[src/rtl/dbus_access_ctrl.sv]
// Load/store data-bus access controller: alignment check, lane steering, load extension.
// Latency: accept at N, bus request from N+1, response one cycle after dbus_ok (min N+2); misaligned response at N+1.
// Backpressure: req_ready only in IDLE without flush; the bus request is held stable until dbus_ok.

package dbus_pkg;
    typedef enum logic [3:0] {
        OP_NOP, LB, LH, LW, LD, LBU, LHU, LWU, SB, SH, SW, SD, OP_ADD
    } instruction_type;

    typedef enum logic [1:0] {
        MSIZE1, MSIZE2, MSIZE4, MSIZE8
    } msize_t;
endpackage

module dbus_access_ctrl
    import dbus_pkg::*;
(
    input  logic            clk,
    input  logic            reset,
    input  logic            req_valid,
    input  instruction_type req_op,
    input  logic [63:0]     req_addr,
    input  logic [63:0]     req_wdata,
    output logic            req_ready,
    output logic            resp_valid,
    output logic [63:0]     resp_data,
    output logic            resp_misaligned,
    input  logic            flush,
    output logic            dbus_valid,
    output logic [63:0]     dbus_addr,
    output msize_t          dbus_size,
    output logic [7:0]      dbus_strobe,
    output logic [63:0]     dbus_data,
    input  logic            dbus_ok,
    input  logic [63:0]     dbus_rdata
);

    typedef enum logic [1:0] {IDLE, BUS, RESP, DRAIN} state_t;

    state_t      state;
    logic [63:0] addr_q;
    msize_t      size_q;
    logic [7:0]  strobe_q;
    logic [63:0] data_q;
    logic        store_q;
    logic        signed_q;
    logic        misaligned_q;
    logic [63:0] result_q;

    // Request decode, evaluated against the live request inputs
    msize_t      acc_size;
    logic        acc_mem;
    logic        acc_store;
    logic        acc_signed;
    logic        acc_aligned;
    logic [7:0]  acc_base_mask;
    logic [63:0] acc_wmask;
    logic [7:0]  acc_strobe;
    logic [63:0] acc_data;

    // Load result extraction from the raw bus word
    logic [63:0] rd_lane;
    logic [63:0] ld_result;

    logic        accept;

    // Decode op into size, direction, extension mode and legality; steer store lanes
    always_comb begin
        acc_size      = MSIZE8;
        acc_mem       = 1'b1;
        acc_store     = 1'b0;
        acc_signed    = 1'b0;
        acc_aligned   = 1'b0;
        acc_base_mask = 8'hFF;
        acc_wmask     = '1;
        acc_strobe    = '0;
        acc_data      = '0;
        case (req_op)
            LB:      begin acc_size = MSIZE1; acc_signed = 1'b1; end
            LH:      begin acc_size = MSIZE2; acc_signed = 1'b1; end
            LW:      begin acc_size = MSIZE4; acc_signed = 1'b1; end
            LD:      acc_size = MSIZE8;
            LBU:     acc_size = MSIZE1;
            LHU:     acc_size = MSIZE2;
            LWU:     acc_size = MSIZE4;
            SB:      begin acc_size = MSIZE1; acc_store = 1'b1; end
            SH:      begin acc_size = MSIZE2; acc_store = 1'b1; end
            SW:      begin acc_size = MSIZE4; acc_store = 1'b1; end
            SD:      begin acc_size = MSIZE8; acc_store = 1'b1; end
            default: acc_mem = 1'b0;
        endcase
        case (acc_size)
            MSIZE1: begin
                acc_aligned   = 1'b1;
                acc_base_mask = 8'h01;
                acc_wmask     = 64'h0000_0000_0000_00FF;
            end
            MSIZE2: begin
                acc_aligned   = (req_addr[0] == 1'b0);
                acc_base_mask = 8'h03;
                acc_wmask     = 64'h0000_0000_0000_FFFF;
            end
            MSIZE4: begin
                acc_aligned   = (req_addr[1:0] == 2'b00);
                acc_base_mask = 8'h0F;
                acc_wmask     = 64'h0000_0000_FFFF_FFFF;
            end
            default: begin
                acc_aligned   = (req_addr[2:0] == 3'b000);
                acc_base_mask = 8'hFF;
                acc_wmask     = '1;
            end
        endcase
        if (acc_store) begin
            acc_strobe = acc_base_mask << req_addr[2:0];
            acc_data   = (req_wdata & acc_wmask) << {req_addr[2:0], 3'b000};
        end
    end

    // Pick the addressed lane out of the read word and extend it to 64 bits
    always_comb begin
        rd_lane   = dbus_rdata >> {addr_q[2:0], 3'b000};
        ld_result = rd_lane;
        case (size_q)
            MSIZE1:  ld_result = signed_q ? {{56{rd_lane[7]}},  rd_lane[7:0]}  : {56'b0, rd_lane[7:0]};
            MSIZE2:  ld_result = signed_q ? {{48{rd_lane[15]}}, rd_lane[15:0]} : {48'b0, rd_lane[15:0]};
            MSIZE4:  ld_result = signed_q ? {{32{rd_lane[31]}}, rd_lane[31:0]} : {32'b0, rd_lane[31:0]};
            default: ld_result = rd_lane;
        endcase
        if (store_q) begin
            ld_result = '0;
        end
    end

    assign req_ready = (state == IDLE) && !flush && !reset;
    assign accept    = req_valid && req_ready;

    // Transaction FSM; request fields are frozen at accept so the bus sees stable values
    always_ff @(posedge clk or posedge reset) begin
        if (reset) begin
            state        <= IDLE;
            addr_q       <= '0;
            size_q       <= MSIZE1;
            strobe_q     <= '0;
            data_q       <= '0;
            store_q      <= 1'b0;
            signed_q     <= 1'b0;
            misaligned_q <= 1'b0;
            result_q     <= '0;
        end else begin
            case (state)
                IDLE: begin
                    if (accept) begin
                        addr_q       <= req_addr;
                        size_q       <= acc_size;
                        strobe_q     <= acc_strobe;
                        data_q       <= acc_data;
                        store_q      <= acc_store;
                        signed_q     <= acc_signed;
                        misaligned_q <= !(acc_mem && acc_aligned);
                        result_q     <= '0;
                        state        <= (acc_mem && acc_aligned) ? BUS : RESP;
                    end
                end
                BUS: begin
                    if (dbus_ok) begin
                        if (flush) begin
                            state <= IDLE;
                        end else begin
                            result_q <= ld_result;
                            state    <= RESP;
                        end
                    end else if (flush) begin
                        state <= DRAIN;
                    end
                end
                DRAIN: begin
                    if (dbus_ok) begin
                        state <= IDLE;
                    end
                end
                default: begin
                    state <= IDLE;
                end
            endcase
        end
    end

    assign dbus_valid      = (state == BUS) || (state == DRAIN);
    assign dbus_addr       = addr_q;
    assign dbus_size       = size_q;
    assign dbus_strobe     = strobe_q;
    assign dbus_data       = data_q;
    assign resp_valid      = (state == RESP) && !flush;
    assign resp_misaligned = resp_valid && misaligned_q;
    assign resp_data       = result_q;

endmodule
[config.mk]
export PLATFORM = sky130hd
export DESIGN_NAME = dbus_access_ctrl
export DESIGN_NICKNAME = d
export VERILOG_FILES = /design/src/rtl/dbus_access_ctrl.sv
export SDC_FILE = /design/constraint.sdc
export NUM_CORES = 1
export LEC_CHECK = 0
export CAP_MARGIN = 10
export CORE_UTILIZATION = 30
export CTS_CLUSTER_SIZE = 20
export DETAILED_ROUTE_END_ITERATION = 8
export GPL_ROUTABILITY_DRIVEN = 0
export MAX_ROUTING_LAYER = met4
export PLACE_DENSITY = 0.59
export SLEW_MARGIN = 20
export SYNTH_ARGS = -nofsm -noshare
export SYNTH_HDL_FRONTEND = slang
export SYNTH_SLANG_ARGS = --single-unit
[constraint.sdc]
create_clock -name clk -period 6.9 [get_ports clk]
set_clock_uncertainty 0.1 [all_clocks]
set_input_delay 1.035 -clock clk [delete_from_list [all_inputs] [get_ports clk]]
set_output_delay 1.035 -clock clk [all_outputs]
set_load 0.03 [all_outputs]
==> results of run 1 <==
[worst max-delay path: cells and delay by family]
family / cells / cell delay (ps)
AND/OR/NAND/NOR: 1 / 390
buffers and inverters: 2 / 1350
[flip-flops by register name, indices dropped and copies added, names as in the netlist]
register and flops:
dbus_addr 64, dbus_data 64, dbus_size 2, dbus_strobe 8
misaligned_q 1, resp_data 64, signed_q 1, state 2
store_q 1
[worst paths after layout]
path,slack (ps),cells past startpoint,end,start
max in group asynchronous,4260,3,dbus_addr[0],reset
setup reg to reg,3740,6,resp_data[22],dbus_addr[1]
setup / recovery,2990,3,req_ready,reset
min in group asynchronous,1050,2,resp_data[26],reset
hold / removal,370,2,dbus_addr[45],dbus_addr[45]
hold reg to reg,370,2,dbus_addr[45],dbus_addr[45]
[cell families (layout without fill, tap and decap cells)]
logic type	count (synthesis)	in the layout	share of synthesized area, %
flip-flops	207	207	45.13
AND/OR/NAND/NOR	492	492	18.26
buffers and inverters	120	482	4.361
AO/OA/AOI/OAI	372	372	22.27
multiplexers	95	95	9.822
XOR/XNOR	2	2	0.1526
[power by group through the flow]
stage                     Clock, mW  Combinational (mW)  Sequential, mW
after CTS                      1.54                1.56            1.47
final                          1.51                1.56            1.47
after global placement            0                1.55            1.49
after floorplan                   0               0.617            1.74
after detailed placement          0                1.56            1.49
after global routing           1.59                1.66            1.49
[stage by stage]
stage	utilization [%]	worst slack (ps)	instances	cell area [um2]
finish	44.66	2989	2161	16820
global route	44.66	2898	2161	16820
CTS	44.66	2923	2161	16820
detailed placement	42.15	2694	2113	15880
global placement	42.15	2833	2113	15880
floorplan	-	112.5	1288	11480
[cell type report]
| type | count | area share (%) |
|---|---|---|
| Sequential cell | 207 | 30.82 |
| Inverter | 10 | 0.2678 |
| Clock inverter | 15 | 1.101 |
| Multi-Input combinational cell | 961 | 34.60 |
| Tap cell | 511 | 3.801 |
| Clock buffer | 33 | 4.508 |
| Timing Repair Buffer | 424 | 24.90 |
[metal layers]
layer,up-vias,routed length [um],share of wire (%)
li1,5332,-,-
met1,5745,19370,39
met2,737,23360,47
met3,105,5419,11
met4,0,1868,3.7
met5,-,0,0
[placed cells by master, fill, tap and decap left out, types with 5 or more instances in the layout]
| master | instances |
|---|---|
| a311oi_1 | 5 |
| o211ai_1 | 16 |
| a21oi_1 | 61 |
| dfrtp_1 | 204 |
| o22a_1 | 11 |
| o311ai_0 | 7 |
| a31oi_1 | 16 |
| clkbuf_8 | 6 |
| o22ai_1 | 12 |
| nand2_1 | 321 |
| a22oi_1 | 12 |
| nor2_1 | 78 |
| buf_4 | 18 |
| mux4_2 | 12 |
| a222oi_1 | 5 |
| clkbuf_16 | 27 |
| o31ai_2 | 7 |
| a211oi_1 | 11 |
| mux2_2 | 17 |
| o21ai_1 | 7 |
| o221ai_1 | 27 |
| mux2i_1 | 65 |
| a31o_2 | 7 |
| nor2b_1 | 6 |
| o41ai_1 | 5 |
| inv_1 | 6 |
| a22o_1 | 22 |
| a21o_1 | 5 |
| clkinv_2 | 8 |
| nor3_1 | 22 |
| and2_1 | 12 |
| nand3_1 | 15 |
| o21ai_0 | 101 |
| clkdlybuf4s50_1 | 404 |
| and3_1 | 9 |
| o2bb2ai_1 | 7 |
==> results by group, run 1 <==
Min path
  – Worst min path class: flop to flop

Setup path
  – Critical Path Most Common Cell: clkdlybuf4s50_1
  – CP arrival: 2780 ps
  – CP Capture Type: output port
  – Crit path max fanout: 4
  – CP max stage cell: clkdlybuf4s50_1
  – Critical path's largest stage delay: 790 ps
  – Critical Path RT: 5760 ps
  – Startpoint class of the critical path: input port
  – CP cell instances: clkdlybuf4s50_1 -> nor4_4 -> clkdlybuf4s50_1
  – Crit Path Class: input port to output port

Pwr
  – Switching share of power: 36.34%
  – Clk pwr share: 33.2%
  – Power, Total: 4.543 mW
  – VDD IR-drop max: 168.0 uV
  – Psw: 1.651 mW
  – PwrDens: 270.1 nW/um2
  – P_leak: 6.995 nW
  – Logic pwr share: 34.4%
  – Internal Power: 2.892 mW
  – Register share of total power: 32.4%

GRT
  – Largest net degree at the start of global routing: 124
  – Met3 Use GR: 6.112%
  – Gr busiest metal: met2
  – Vias in the first global route: 11789
  – First-pass GRT wire length: 74640 um
  – Overall Global Routing Usage: 25.96%
  – Antenna violations before repair: 0
  – GR Layer Usage met2: 41.24%
  – Met1 usage: 31.97%
  – Grt ovf: 0

Yosys
  – Number of flops mapped to enable cells by yosys: 0
  – Register area share after synthesis: 45.13%
  – Async S/R FF share, synth: 100.0%
  – Netlist Area Pre-Place: 11480 um2
  – Synth cell types: 69
  – Cells after Synth: 1288
  – Synth top area cells: dfrtp_1, nand2_1, mux2i_1
  – Synth top area share: 45.13%
  – Seq cells post-synth: 207
  – Syn nets: 1489
  – Synth cell count leaders: nand2_1, dfrtp_1, o21ai_0
  – Syn. warnings: 0
  – Cell taking the most area after synthesis: dfrtp_1
  – Top FF cell, synth: dfrtp_1
  – Syn avg cell area: 8.911 um2
  – Count leader, synth: nand2_1

Place
  – Post-DP HPWL: 35550 um
  – IO buf count: 406

Cells and area
  – Fillcell total: 3765
  – N_diodes: 0
  – Layout cells sized above 1: 8.242%
  – Nets@finish: 1831
  – Multi-input gate area: 5821 um2
  – Seq. cell area: 5184 um2
  – Area added between synthesis and finish: 46.56%

Floorplanning
  – Area of the die: 39040 um2
  – Top Ports: 407
  – CORE AREA: 37670 um2
  – Die width: 197.6 um
  – Initial Util: 30.47%
  – FP Rows: 71
  – Die height: 197.6 um

STA
  – Worst-Margin Slew: 1109 ps
  – Setup tns final: 0 ps
  – Rel. slew slack: 25.90%
  – F_max: 0.2557 GHz
  – Setup violators final: 0
  – Final Hold Viols: 0
  – Pins Over Slew Limit: 0
  – Crit share post-route: 56.68%
  – WHS: 370.2 ps
  – RSZ-0062 raised after global routing: no
  – Min cycle time layout: 3911 ps

Routing
  – Vias per cell: 5.516
  – Antenna viol nets, final: 0
  – DR pass1 iterations: 7
  – Iter 0 DRT Violations: 1050
  – WL final: 50020 um
  – Routed WL per cell: 23.15 um
  – Vias: 11919
  – DRC viols: 0

Clocking
  – PostCTS Resize Cnt: 0
  – Sink Count: 207
  – CTS max path bufs: 3
  – Root cell of the clock tree: clkbuf_16
  – Worst skew pair latency: 550 ps
  – Inserted Clock Buffers: 26
  – TritonCTS clock tree: built
  – Clk pin slew, worst setup/hold paths: 60 ps
  – CTS Hold Bufs: 0
  – Setup Buffers After CTS: 0
  – H-tree depth: 1

Run
  – Max-Cap Viols: 0

Status
  – Status: finished clean
Power figures use the tool's default switching activity.
==> inputs of run 2 (changes only) <==
PLACE_DENSITY = 0.57   (was 0.59)
clock period = 3.65 ns   (was 6.9 ns; I/O delays follow)
==> run 2 against run 1 <==
  * Register-to-register slack worse by 2900 ps
  * Critical path depth is 1 lower
  * Final cell count is 0.74% higher
  * Via count is 0.98% lower
  * Non-clock buffer count is 14 higher
  * Critical path type is now flop to output port
  * Critical endpoint unchanged
  * Largest cell class unchanged
  * Highest routed layer unchanged
==> results by group, run 2 (same netlist as run 1, synthesis figures left out) <==
Clocking
  – CTS Hold Bufs: 0
  – TritonCTS clock tree: built
  – Inserted Clock Buffers: 27
  – Root cell of the clock tree: clkbuf_16
  – Clk pin slew, worst setup/hold paths: 60 ps
  – H-tree depth: 1
  – CTS max path bufs: 3
  – Setup Buffers After CTS: 0
  – Sink Count: 207
  – Worst skew pair latency: 540 ps
  – PostCTS Resize Cnt: 0

Pwr
  – P_leak: 7.054 nW
  – PwrDens: 502.0 nW/um2
  – VDD IR-drop max: 361.7 uV
  – Power, Total: 8.500 mW

Routing
  – Routed WL per cell: 23.18 um
  – Antenna viol nets, final: 0
  – WL final: 50460 um
  – DRC viols: 0
  – DR pass1 iterations: 6
  – Iter 0 DRT Violations: 925
  – Vias per cell: 5.421
  – Vias: 11802

STA
  – Final Hold Viols: 0
  – Final WS setup: 728.7 ps
  – Setup violators final: 0
  – Crit share post-route: 80.04%
  – WHS: 357.8 ps
  – Pins Over Slew Limit: 0
  – Min cycle time layout: 2921 ps
  – Rel. slew slack: 38.52%
  – Setup tns final: 0 ps
  – Worst-Margin Slew: 910.2 ps
  – F_max: 0.3423 GHz
  – RSZ-0062 raised after global routing: no

Cells and area
  – Area added between synthesis and finish: 47.53%
  – Fillcell total: 3751
  – Leading cell type in the layout, fill and taps excluded: clkdlybuf4s50_1
  – Layout cells sized above 1: 8.824%
  – Final std cells w/o fill: 2177
  – Nets@finish: 1846
  – N_diodes: 0
  – Most frequent cells in the layout: clkdlybuf4s50_1, nand2_1, dfrtp_1

GRT
  – Largest net degree at the start of global routing: 103
  – First-pass GRT wire length: 74710 um
  – Overall Global Routing Usage: 26.01%
  – Grt ovf: 0
  – Antenna violations before repair: 0
  – Vias in the first global route: 11795

Setup path
  – Crit path max fanout: 9
  – Critical Path RT: 3000 ps
  – CP cell instances: nor4_4 -> clkdlybuf4s50_1
  – CP Capture Type: output port
  – CP arrival: 2270 ps
  – Critical path's largest stage delay: 800 ps
  – CP max stage cell: clkdlybuf4s50_1
  – Crit Path Class: flop to output port
  – Startpoint class of the critical path: flop

Floorplanning
  – Die width: 197.6 um
  – FP Rows: 71
  – Area of the die: 39040 um2
  – Top Ports: 407
  – Initial Util: 30.47%
  – Die height: 197.6 um
  – CORE AREA: 37670 um2

Run
  – Max-Cap Viols: 0

Place
  – Pre-CTS worst setup slack: 476.1 ps
  – Placed insts: 2127
  – IO buf count: 406
  – Post-DP HPWL: 36440 um

Min path
  – Worst min path class: input port to asynchronous set/reset pin

Status
  – Status: finished clean
run 2: critical path: cells and delay by family (launching register included):
kind,cells,cell delay (ps)
buffers and inverters,1,800
flip-flops,1,500
AND/OR/NAND/NOR,1,440
run 2: path summary, 6_finish.rpt:
check                              start            end  slack, ps  cells past startpoint
max in group asynchronous          reset  dbus_data[18]       2090                      3
hold / removal                     reset  dbus_addr[36]        360                      2
hold reg to reg            dbus_addr[29]  dbus_addr[29]        370                      2
setup / recovery                state[0]      req_ready        730                      2
min in group clk           dbus_addr[29]  dbus_addr[29]        370                      2
setup reg to reg            dbus_addr[0]  resp_data[22]        820                      5
run 2: area by class of cell:
| class | instances | area [um2] | share of cell area [%] |
|---|---|---|---|
| sequential | 207 | 5184 | 30.61 |
| multi-input combinational | 961 | 5823 | 34.39 |
| tap | 511 | 639.4 | 3.776 |
| inverter | 10 | 41.29 | 0.2438 |
| clock buffer | 38 | 767.0 | 4.530 |
| timing repair buffer | 438 | 4332 | 25.58 |
| clock inverter | 12 | 146.4 | 0.8646 |
run 2: report_power, final:
| group | internal, mW | total (mW) | leakage (nW) | switching (mW) |
|---|---|---|---|---|
| Combinational | 1.16 | 2.95 | 3.86 | 1.79 |
| Clock | 1.68 | 2.76 | 0.455 | 1.08 |
| Sequential | 2.57 | 2.79 | 2.74 | 0.221 |
run 2: metal layers:
metal | up-vias | global-route usage, % | wire [um]
met5 | - | - | 0
met4 | 0 | 8.613 | 1608
met3 | 107 | 5.856 | 4970
met2 | 651 | 41.54 | 23890
met1 | 5687 | 32.44 | 19990
li1 | 5357 | - | -
run 2: per-stage QoR:
step	instance area (um2)	utilization [%]
4_1_cts	16930	44.95
3_3_place_gp	16020	42.52
3_5_place_dp	16020	42.52
5_1_grt	16930	44.95
6_report	16930	44.95
2_1_floorplan	11480	-
